**src/rtl/dnn_argmax_stream.sv**
```systemverilog
// dnn_argmax_stream: streaming argmax with runner-up tracking for the DNN output layer.
// Takes one signed score per beat, tracks the best and runner-up classes as
// they stream in, and on the last beat presents a held result record.
//
// Ports
//   clk, rst         clock and synchronous active-high reset
//   s_valid/s_ready  score stream handshake; s_data signed score, s_last ends vector
//   margin_thresh    unsigned confidence threshold, sampled on beat 0 of a vector
//   m_valid/m_ready  result handshake; outputs stay stable until accepted
//   m_index, m_max   winning class and its score
//   m_second_index   runner-up class
//   m_margin         m_max minus runner-up score (DATA_W+1 bits, unsigned)
//   m_low_conf       m_margin below the sampled threshold
//   m_len_err        vector length differed from NUM_CLASSES
module dnn_argmax_stream #(
   parameter  int unsigned NUM_CLASSES = 10,
   parameter  int unsigned DATA_W      = 16,
   localparam int unsigned IDX_W       = $clog2(NUM_CLASSES)
) (
   input  logic              clk,
   input  logic              rst,
   input  logic              s_valid,
   output logic              s_ready,
   input  logic [DATA_W-1:0] s_data,
   input  logic              s_last,
   input  logic [DATA_W:0]   margin_thresh,
   output logic              m_valid,
   input  logic              m_ready,
   output logic [IDX_W-1:0]  m_index,
   output logic [DATA_W-1:0] m_max,
   output logic [IDX_W-1:0]  m_second_index,
   output logic [DATA_W:0]   m_margin,
   output logic              m_low_conf,
   output logic              m_len_err
);

   // Counter must be able to hold NUM_CLASSES itself (saturation value).
   localparam int unsigned CNT_W = $clog2(NUM_CLASSES + 1);
   localparam int unsigned MRG_W = DATA_W + 1;

   typedef enum logic {
      ST_ACCUM = 1'b0,
      ST_HOLD  = 1'b1
   } state_e;

   state_e                    state_q, state_d;
   logic [CNT_W-1:0]          cnt_q, cnt_d;
   logic signed [DATA_W-1:0]  best_q, best_d;
   logic [IDX_W-1:0]          best_idx_q, best_idx_d;
   logic signed [DATA_W-1:0]  second_q, second_d;
   logic [IDX_W-1:0]          second_idx_q, second_idx_d;
   logic                      second_vld_q, second_vld_d;
   logic [MRG_W-1:0]          thresh_q, thresh_d;

   logic [IDX_W-1:0]          m_index_q, m_index_d;
   logic [DATA_W-1:0]         m_max_q, m_max_d;
   logic [IDX_W-1:0]          m_second_index_q, m_second_index_d;
   logic [MRG_W-1:0]          m_margin_q, m_margin_d;
   logic                      m_low_conf_q, m_low_conf_d;
   logic                      m_len_err_q, m_len_err_d;

   logic signed [DATA_W-1:0]  s_score;
   logic                      xfer;
   logic [IDX_W-1:0]          beat_idx;
   logic                      in_range;
   logic [MRG_W-1:0]          diff_c;

   assign s_score  = $signed(s_data);
   assign s_ready  = (state_q == ST_ACCUM) && !rst;
   assign xfer     = s_valid && s_ready;
   assign in_range = (cnt_q < CNT_W'(NUM_CLASSES));
   assign beat_idx = IDX_W'(cnt_q);

   // Next-state, running best/runner-up update and result load.
   always_comb begin
      state_d          = state_q;
      cnt_d            = cnt_q;
      best_d           = best_q;
      best_idx_d       = best_idx_q;
      second_d         = second_q;
      second_idx_d     = second_idx_q;
      second_vld_d     = second_vld_q;
      thresh_d         = thresh_q;
      m_index_d        = m_index_q;
      m_max_d          = m_max_q;
      m_second_index_d = m_second_index_q;
      m_margin_d       = m_margin_q;
      m_low_conf_d     = m_low_conf_q;
      m_len_err_d      = m_len_err_q;
      diff_c           = '0;

      unique case (state_q)
         ST_ACCUM: begin
            if (xfer) begin
               if (cnt_q == '0) begin
                  best_d       = s_score;
                  best_idx_d   = '0;
                  second_vld_d = 1'b0;
                  thresh_d     = margin_thresh;
               end else if (in_range) begin
                  if (s_score > best_q) begin
                     // New leader; the old leader becomes runner-up.
                     second_d     = best_q;
                     second_idx_d = best_idx_q;
                     second_vld_d = 1'b1;
                     best_d       = s_score;
                     best_idx_d   = beat_idx;
                  end else if (!second_vld_q || (s_score > second_q)) begin
                     second_d     = s_score;
                     second_idx_d = beat_idx;
                     second_vld_d = 1'b1;
                  end
               end

               // Saturating beat counter; beats past NUM_CLASSES are ignored.
               if (in_range) begin
                  cnt_d = cnt_q + CNT_W'(1);
               end

               if (s_last) begin
                  // Result reflects the state including this final beat.
                  m_index_d = best_idx_d;
                  m_max_d   = best_d;
                  if (second_vld_d) begin
                     // Sign-extended subtract; best >= second so result is non-negative.
                     diff_c           = {best_d[DATA_W-1], best_d} - {second_d[DATA_W-1], second_d};
                     m_second_index_d = second_idx_d;
                     m_margin_d       = diff_c;
                  end else begin
                     m_second_index_d = best_idx_d;
                     m_margin_d       = '0;
                  end
                  m_low_conf_d = (m_margin_d < thresh_d);
                  // Exactly NUM_CLASSES beats means this one is index NUM_CLASSES-1.
                  m_len_err_d  = (cnt_q != CNT_W'(NUM_CLASSES - 1));
                  state_d      = ST_HOLD;
               end
            end
         end

         ST_HOLD: begin
            if (m_ready) begin
               state_d = ST_ACCUM;
               cnt_d   = '0;
            end
         end

         default: begin
            state_d = ST_ACCUM;
            cnt_d   = '0;
         end
      endcase
   end

   // State and datapath registers.
   always_ff @(posedge clk) begin
      if (rst) begin
         state_q          <= ST_ACCUM;
         cnt_q            <= '0;
         best_q           <= '0;
         best_idx_q       <= '0;
         second_q         <= '0;
         second_idx_q     <= '0;
         second_vld_q     <= 1'b0;
         thresh_q         <= '0;
         m_index_q        <= '0;
         m_max_q          <= '0;
         m_second_index_q <= '0;
         m_margin_q       <= '0;
         m_low_conf_q     <= 1'b0;
         m_len_err_q      <= 1'b0;
      end else begin
         state_q          <= state_d;
         cnt_q            <= cnt_d;
         best_q           <= best_d;
         best_idx_q       <= best_idx_d;
         second_q         <= second_d;
         second_idx_q     <= second_idx_d;
         second_vld_q     <= second_vld_d;
         thresh_q         <= thresh_d;
         m_index_q        <= m_index_d;
         m_max_q          <= m_max_d;
         m_second_index_q <= m_second_index_d;
         m_margin_q       <= m_margin_d;
         m_low_conf_q     <= m_low_conf_d;
         m_len_err_q      <= m_len_err_d;
      end
   end

   assign m_valid        = (state_q == ST_HOLD);
   assign m_index        = m_index_q;
   assign m_max          = m_max_q;
   assign m_second_index = m_second_index_q;
   assign m_margin       = m_margin_q;
   assign m_low_conf     = m_low_conf_q;
   assign m_len_err      = m_len_err_q;

endmodule

```
**config.mk**
```make
export PLATFORM = sky130hd
export DESIGN_NAME = dnn_argmax_stream
export DESIGN_NICKNAME = d
export VERILOG_FILES = /design/src/rtl/dnn_argmax_stream.sv
export SDC_FILE = /design/constraint.sdc
export NUM_CORES = 1
export LEC_CHECK = 0
export CAP_MARGIN = 10
export CORE_MARGIN = 2
export CORE_UTILIZATION = 56
export CTS_CLUSTER_SIZE = 8
export DETAILED_ROUTE_END_ITERATION = 12
export MAX_ROUTING_LAYER = met4
export PLACE_DENSITY = 0.8
export SLEW_MARGIN = 0
export SYNTH_ARGS = -nofsm -noshare
export SYNTH_HDL_FRONTEND = slang
export SYNTH_SLANG_ARGS = --single-unit
```
**constraint.sdc**
```tcl
create_clock -name clk -period 8.6 [get_ports clk]
set_input_delay 1.29 -clock clk [delete_from_list [all_inputs] [get_ports clk]]
set_output_delay 1.29 -clock clk [all_outputs]
set_load 0.05 [all_outputs]
```
==> results of run 1 <==
-- logic make-up after synthesis --
logic type | after synthesis
AND/OR/NAND/NOR | 259
adder cells (fa/ha/maj) | 68
multiplexers | 33
XOR/XNOR | 13
buffers and inverters | 105
flip-flops | 106
AO/OA/AOI/OAI | 238
-- flip-flops by register name (all words and copies together) (netlist names) --
register	cells
m_len_err	1
best_idx_q	4
best_q	16
second_vld_q	1
m_valid	1
thresh_q	17
m_index	4
m_margin	17
m_low_conf	1
second_q	16
beat_idx	4
m_max	16
second_idx_q	4
m_second_index	4
-- worst max-delay path, stage by stage --
cell	delay, ps
clkdlybuf4s50_1	520
ha_1	390
nand4_2	140
nor4_2	390
nand2_1	130
o21ai_0	130
buf_4	190
or2_1	290
nor2_1	130
nor2_2	340
mux2i_1	470
inv_1	100
ha_1	320
a21oi_1	310
nand3b_1	190
a211oi_1	100
or3_4	410
a211oi_1	260
o41ai_1	130
xor2_1	170
and2_1	190
ha_1	280
and4_1	210
a2111oi_0	480
a22oi_1	120
a21oi_1	140
-- routing by layer --
metal	vias up	GRT usage (%)
li1	3029	-
met1	2904	36.7
met2	234	48.5
met3	52	5.72
met4	0	12.4
met5	-	-
-- cell usage after synthesis (all sizes together) (3+ instances only) --
library cell / n / area (um2)
dfxtp: 106 / 2120
o21ai: 93 / 469
nor2: 73 / 277
nand2: 69 / 259
ha: 66 / 826
inv: 60 / 225
a21oi: 50 / 250
clkbuf: 40 / 150
or3: 34 / 223
mux2i: 31 / 323
nand3b: 26 / 195
a211oi: 25 / 188
o22ai: 22 / 144
a21o: 13 / 97.6
nor3: 13 / 65.1
xnor2: 11 / 96.3
and2: 8 / 50.1
nand4: 8 / 56.3
nand2b: 7 / 43.8
o211ai: 6 / 45.0
buf: 5 / 28.8
nor2b: 5 / 31.3
nor3b: 5 / 37.5
o21a: 5 / 37.5
a22o: 4 / 35.0
nand3: 3 / 15.0
o41ai: 3 / 26.3
-- power breakdown --
part / total (mW) / internal, mW / switching, mW
Clock: 0.423 / 0.233 / 0.190
Sequential: 0.541 / 0.521 / 0.0194
Combinational: 0.512 / 0.198 / 0.315
-- placed cells by master (no fill, tap or decap), types with 2 or more instances in the layout --
cell,count
nor2b_1,5
nor2_2,2
buf_4,10
a22o_1,4
xor2_1,2
o21bai_1,2
ha_1,66
or3_1,32
o21ai_1,3
a22oi_1,2
o22ai_1,21
mux2i_1,30
and2_1,7
o2111ai_1,2
nor2_1,71
and3_1,2
a21o_1,13
inv_1,60
o21a_1,5
nor3b_1,4
xnor2_1,11
a221oi_1,2
dfxtp_1,106
o21ai_0,89
nand4_1,7
clkdlybuf4s50_1,81
nand3b_1,26
o211ai_1,6
clkinv_2,3
o41ai_1,3
mux2_2,2
nand2b_1,6
a211oi_1,25
nand3_1,3
clkbuf_16,9
nor3_1,13
a21oi_1,50
or3_4,2
nand2_1,69
-- how the worst max path moves through the flow --
stage | from | to | slack, ps
3_3_place_gp | s_data[13] | m_low_conf | 1080
4_1_cts | s_data[13] | m_low_conf | 1140
6_report | s_data[12] | m_low_conf | 1070
3_5_place_dp | s_data[13] | m_low_conf | 840
2_1_floorplan | s_data[15] | m_low_conf | 1750
5_1_grt | s_data[13] | m_low_conf | 600
-- layout make-up --
cell class / count / area share (%)
Multi-Input combinational cell: 611 / 52.4
Clock inverter: 5 / 0.689
Timing Repair Buffer: 92 / 11.4
Clock buffer: 11 / 3.11
Inverter: 60 / 2.89
Tap cell: 143 / 2.29
Sequential cell: 106 / 27.2
==> impl_results.md, run 1 <==
- Final Max Tran Viols: 0
- Number of max-cap violations: 0
- Clock Latency Late Sink: ~360 ps
- Met2 wire length: approximately 8.6 mm
- Hold path depth: 2
- Hold path startpoint: m_margin[6]
- Die Span X: between 100 and 150 um
- Status: completed
- Met3 routed WL: around 1.2 mm
- Mapped Avg Cell Area: ~8 um2
- CTS Buffer Depth: 2
- Worst Max-Slew Pin Slew: around 970 ps
- Reg2reg setup slack: between 2000 and 2500 ps
- Final Instance Count excl. Fillers: 1028
- Req. time, crit path: 8890 ps
- Clock sinks: approximately 110
- Core ar.: around 11000 um2
- Highest routed layer: met4
- RSZ-0062 raised after global routing: false
- Hold Vio Cnt, Final: 0
- Power consumption: between 1 and 1.5 mW
- CTS clk-pin slew, worst paths: ~70 ps
- Number of synthesized flops with an enable pin: 0
- Setup TNS: 0 ps
- Layout overhead on the synthesized area: 18.1%
- Initial antenna violation count: 0
- # port buffers: between 80 and 90
- Ys Warns: 0
- Cell Pwr Density: about 190 nW/um2
- Worst Hold Class: flop to flop
- # rows: 39
- # diodes: 0
- Final period utilization: roughly 88%
- CP Data Arrival Time: a little under 8000 ps
- HPWL after DPL: roughly 13 mm
- Multi-input logic area: 4090 um2
- Crit Path Max Fanout: 11
- DR vias: ~6200
- Fin Clk Skew: roughly 7.5 ps
- Placed cell areas: approximately 7500 um2
- CTS HTree Levels: 3
- Layout cells sized above 1: under 10%
- Compound-Gate Fraction of Synth Area: 22.0%
- Finish-stage setup viols: 0
- Drt wl/cell: between 15 and 20 um
- Number of synthesized register bits: ~110
- Post-synthesis simple-gate area fraction: about a fifth
- Post-cts resize count: 0
- Final worst setup slack: ~1100 ps
- Hold_ws: between 400 and 500 ps
- # DRC: 0
- Synth Area in XOR/XNOR: about 1.7%
- VDD IR-drop max: between 0.15 and 0.2 mV
- Fmax achieved: 133 MHz
- Largest family of logic cells by synthesized area: compound AO/OA/AOI/OAI gates
- FF-to-FF End: m_low_conf
- Placed instance count: between 1000 and 1500
- Synthesized-area fraction occupied by adder cells: 13.0%
- Design Area, Final: about 8000 um2
- Worst slew margin: 35.2%
- Final #Nets: approximately 990
- Total die area: about 13000 um2
- Hold Path End: m_margin[6]
- I/O Pins: 83
- Syn Nets: about 930
- Finished Core Util: 68.1%
- M1 wire length: 7.92 mm
- Cell Area, Synth: roughly 6600 um2
- Global-route wire length before repair: about 30 mm
- Register area: between 2000 and 2500 um2
- Starting density of the core: between 50% and 60%
- Setup crit end kind: flop
- Reg2reg path depth: 26
- CP Launch Type: input port
- Mapped Cells: between 800 and 900
- Leakage power: 3.08 nW
- Synth async-reset ratio: 0%
- Fill cells: ~960
- Clk root buf: clkbuf_16
- GRT Util Overall: 30.0%
- Number of global-route vias before repair: roughly 6200
- DR iter-0 viols: 446
- CTS tree: done
- DRT antenna net count: 0
- Number of vias per cell: 6.05
- Hold buffers post-CTS: 0
- Proportion of synthesized area in mux cells: under 10%
- Inserted Clock Buffers: 9
- Distinct cells, synth: 60
- DRT Pass-1 Iters: 5
- Global route overflow: 0
- Routed WL: between 15 and 20 mm
- Final Wtd Congestion: 0.972
- Crit path kind: input port to flop
- Primary FF master, synth: dfxtp_1
- R2R Path Start: best_q[14]
- Fin crit period: 7530 ps
- Setup Fix Bufs, Post-CTS: 0
- Chip Height: 113 um
- Post-synthesis sequential area ratio: roughly 32%
- Largest net degree at the start of global routing: 76
- Post-Place Setup Slack: around 840 ps
Note: power is estimated with default switching activity, not from simulation.
==> inputs of run 2 (changes only) <==
- clock period: 8.6 -> 7.6 ns (I/O delays scaled with it)
==> run 2 against run 1 <==
Routed wire length increased by 2.3%. Sequential power increased by 13%. Sequential share of layout area decreased by 0.17 points. Clock power increased by 16%. Via count increased by 0.95%. Register-to-register slack got worse by 700 ps. Utilization increased by 0.44 points. Cell area increased by 0.64%. Global-route usage increased by 0.36 points. Non-clock buffer count increased by 5. Worst setup slack got worse by 600 ps. Cell count increased by 0.49%.
==> impl_results.md, run 2 (synthesized netlist as in run 1, its figures left out) <==
- Fin Clk Skew: between 10 and 15 ps
- Clock Latency Late Sink: between 300 and 400 ps
- CP Data Arrival Time: 7420 ps
- Starting density of the core: 57.6%
- Total die area: about 13000 um2
- DR vias: approximately 6300
- Cell Pwr Density: approximately 210 nW/um2
- CTS Buffer Depth: 2
- Clock sinks: between 100 and 150
- DR iter-0 viols: slightly below 500
- Fill cells: 960
- CTS tree: done
- DRT Pass-1 Iters: 5
- Most frequent cells in the layout: dfxtp_1, o21ai_0, clkdlybuf4s50_1
- Fin crit period: 7140 ps
- Chip Height: around 110 um
- Worst slew margin: about a third
- Commonest non-fill, non-tap cell in the layout: dfxtp_1
- Crit path launch: s_data[15]
- Leakage power: ~3.1 nW
- Final Instance Count excl. Fillers: 1033
- Hold Vio Cnt, Final: 0
- Final Wtd Congestion: 0.998
- Placed instance count: ~1000
- CP Launch Type: input port
- Number of max-cap violations: 0
- Fmax achieved: approximately 140 MHz
- HPWL after DPL: between 10 and 15 mm
- Number of vias per cell: roughly 6.1
- Number of global-route vias before repair: around 6200
- Die Span X: 113 um
- I/O Pins: 83
- GRT Util Overall: a little under a third
- Power consumption: ~1.7 mW
- Hold path startpoint: m_margin[11]
- Final period utilization: a little over nine tenths
- Status: completed
- Req. time, crit path: 7890 ps
- Core ar.: around 11000 um2
- Inserted Clock Buffers: 9
- # port buffers: about 80
- Global route overflow: 0
- # rows: 39
- Crit Path Max Fanout: 13
- # DRC: 0
- Drt wl/cell: 18.0 um
- Initial antenna violation count: 0
- Layout cells sized above 1: under 10%
- Finish-stage setup viols: 0
- DRT antenna net count: 0
- CTS HTree Levels: 3
- Routed WL: ~19 mm
- Setup TNS: 0 ps
- Largest net degree at the start of global routing: 82
- # diodes: 0
- Setup crit end kind: flop
- Global-route wire length before repair: about 30 mm
- Worst Max-Slew Pin Slew: about 980 ps
- Hold buffers post-CTS: 0
- R2R Path Start: second_q[14]
- Final Max Tran Viols: 0
- RSZ-0062 raised after global routing: false
- Layout overhead on the synthesized area: 18.9%
- Placed cell areas: around 7500 um2
- CTS clk-pin slew, worst paths: 70 ps
- Worst Hold Class: flop to flop
- VDD IR-drop max: about 0.18 mV
- Design Area, Final: 7860 um2
- Clk root buf: clkbuf_16
- Final #Nets: 990
- Crit path kind: input port to flop
- Finished Core Util: between 60 and 70%
## run 2: cell count changes in the layout (fill, tap and decap cells not counted), sizes merged
cell | previous run | this run
clkinv | 4 | 2
buf | 11 | 16
inv | 60 | 62
## run 2: worst paths after layout
kind	end	slack, ps	cells after the start
setup / recovery	m_low_conf	460	26
hold / removal	m_margin[11]	460	2
setup reg to reg	m_low_conf	1420	26
hold reg to reg	m_margin[11]	460	2
## run 2: final cells by class
type	instances	area [um2]	share of cell area, %
well taps	143	179	2.28
flip-flops and latches	106	2120	27.0
multi-input cells	611	4100	52.2
inverters	60	225	2.87
repair buffers	97	928	11.8
clock buffers	11	243	3.09
clock inverters	5	61.3	0.781
## run 2: what timing repair did
item                       4_1_cts  5_1_grt
setup endpoints to repair        0        1
buffers inserted                 0        0
hold endpoints to repair         0        0
resized for setup                0        1
## run 2: routing by layer
layer | vias up | share of wire [%] | global-route usage [%]
li1 | 3053 | - | -
met1 | 2979 | 45 | 37.2
met3 | 34 | 5.4 | 5.94
met5 | - | 0 | -
met2 | 212 | 48 | 50.3
met4 | 0 | 2.0 | 9.67
## run 2: report_power, final
group / internal [mW] / switching (mW) / total (mW) / leakage [nW]
combinational: 0.228 / 0.355 / 0.583 / 2.10
clock: 0.267 / 0.221 / 0.489 / 0.151
sequential: 0.590 / 0.0220 / 0.612 / 0.865
## run 2: worst max-delay path, stage by stage
cell	delay [ps]
clkdlybuf4s50_1	500
ha_1	360
nand4_1	120
or3_4	430
a211oi_1	260
nor4_1	90
mux2_2	330
nand2_1	270
buf_4	290
o22ai_1	110
nand2_1	70
o21ai_0	130
ha_1	400
o21a_1	190
o211ai_1	100
a211oi_1	370
or3_4	230
a211oi_1	70
o41ai_1	410
xor2_1	210
and2_1	150
ha_1	230
and4_1	220
a2111oi_0	430
a22oi_1	140
a21oi_1	140
## run 2: metrics by stage
stage                     worst slack (ps)  hold slack, ps
final                                  463             461
after global routing                  5.51             482
after CTS                              588             466
after detailed placement               283             457
after global placement                 417             446
after floorplan                        902             447
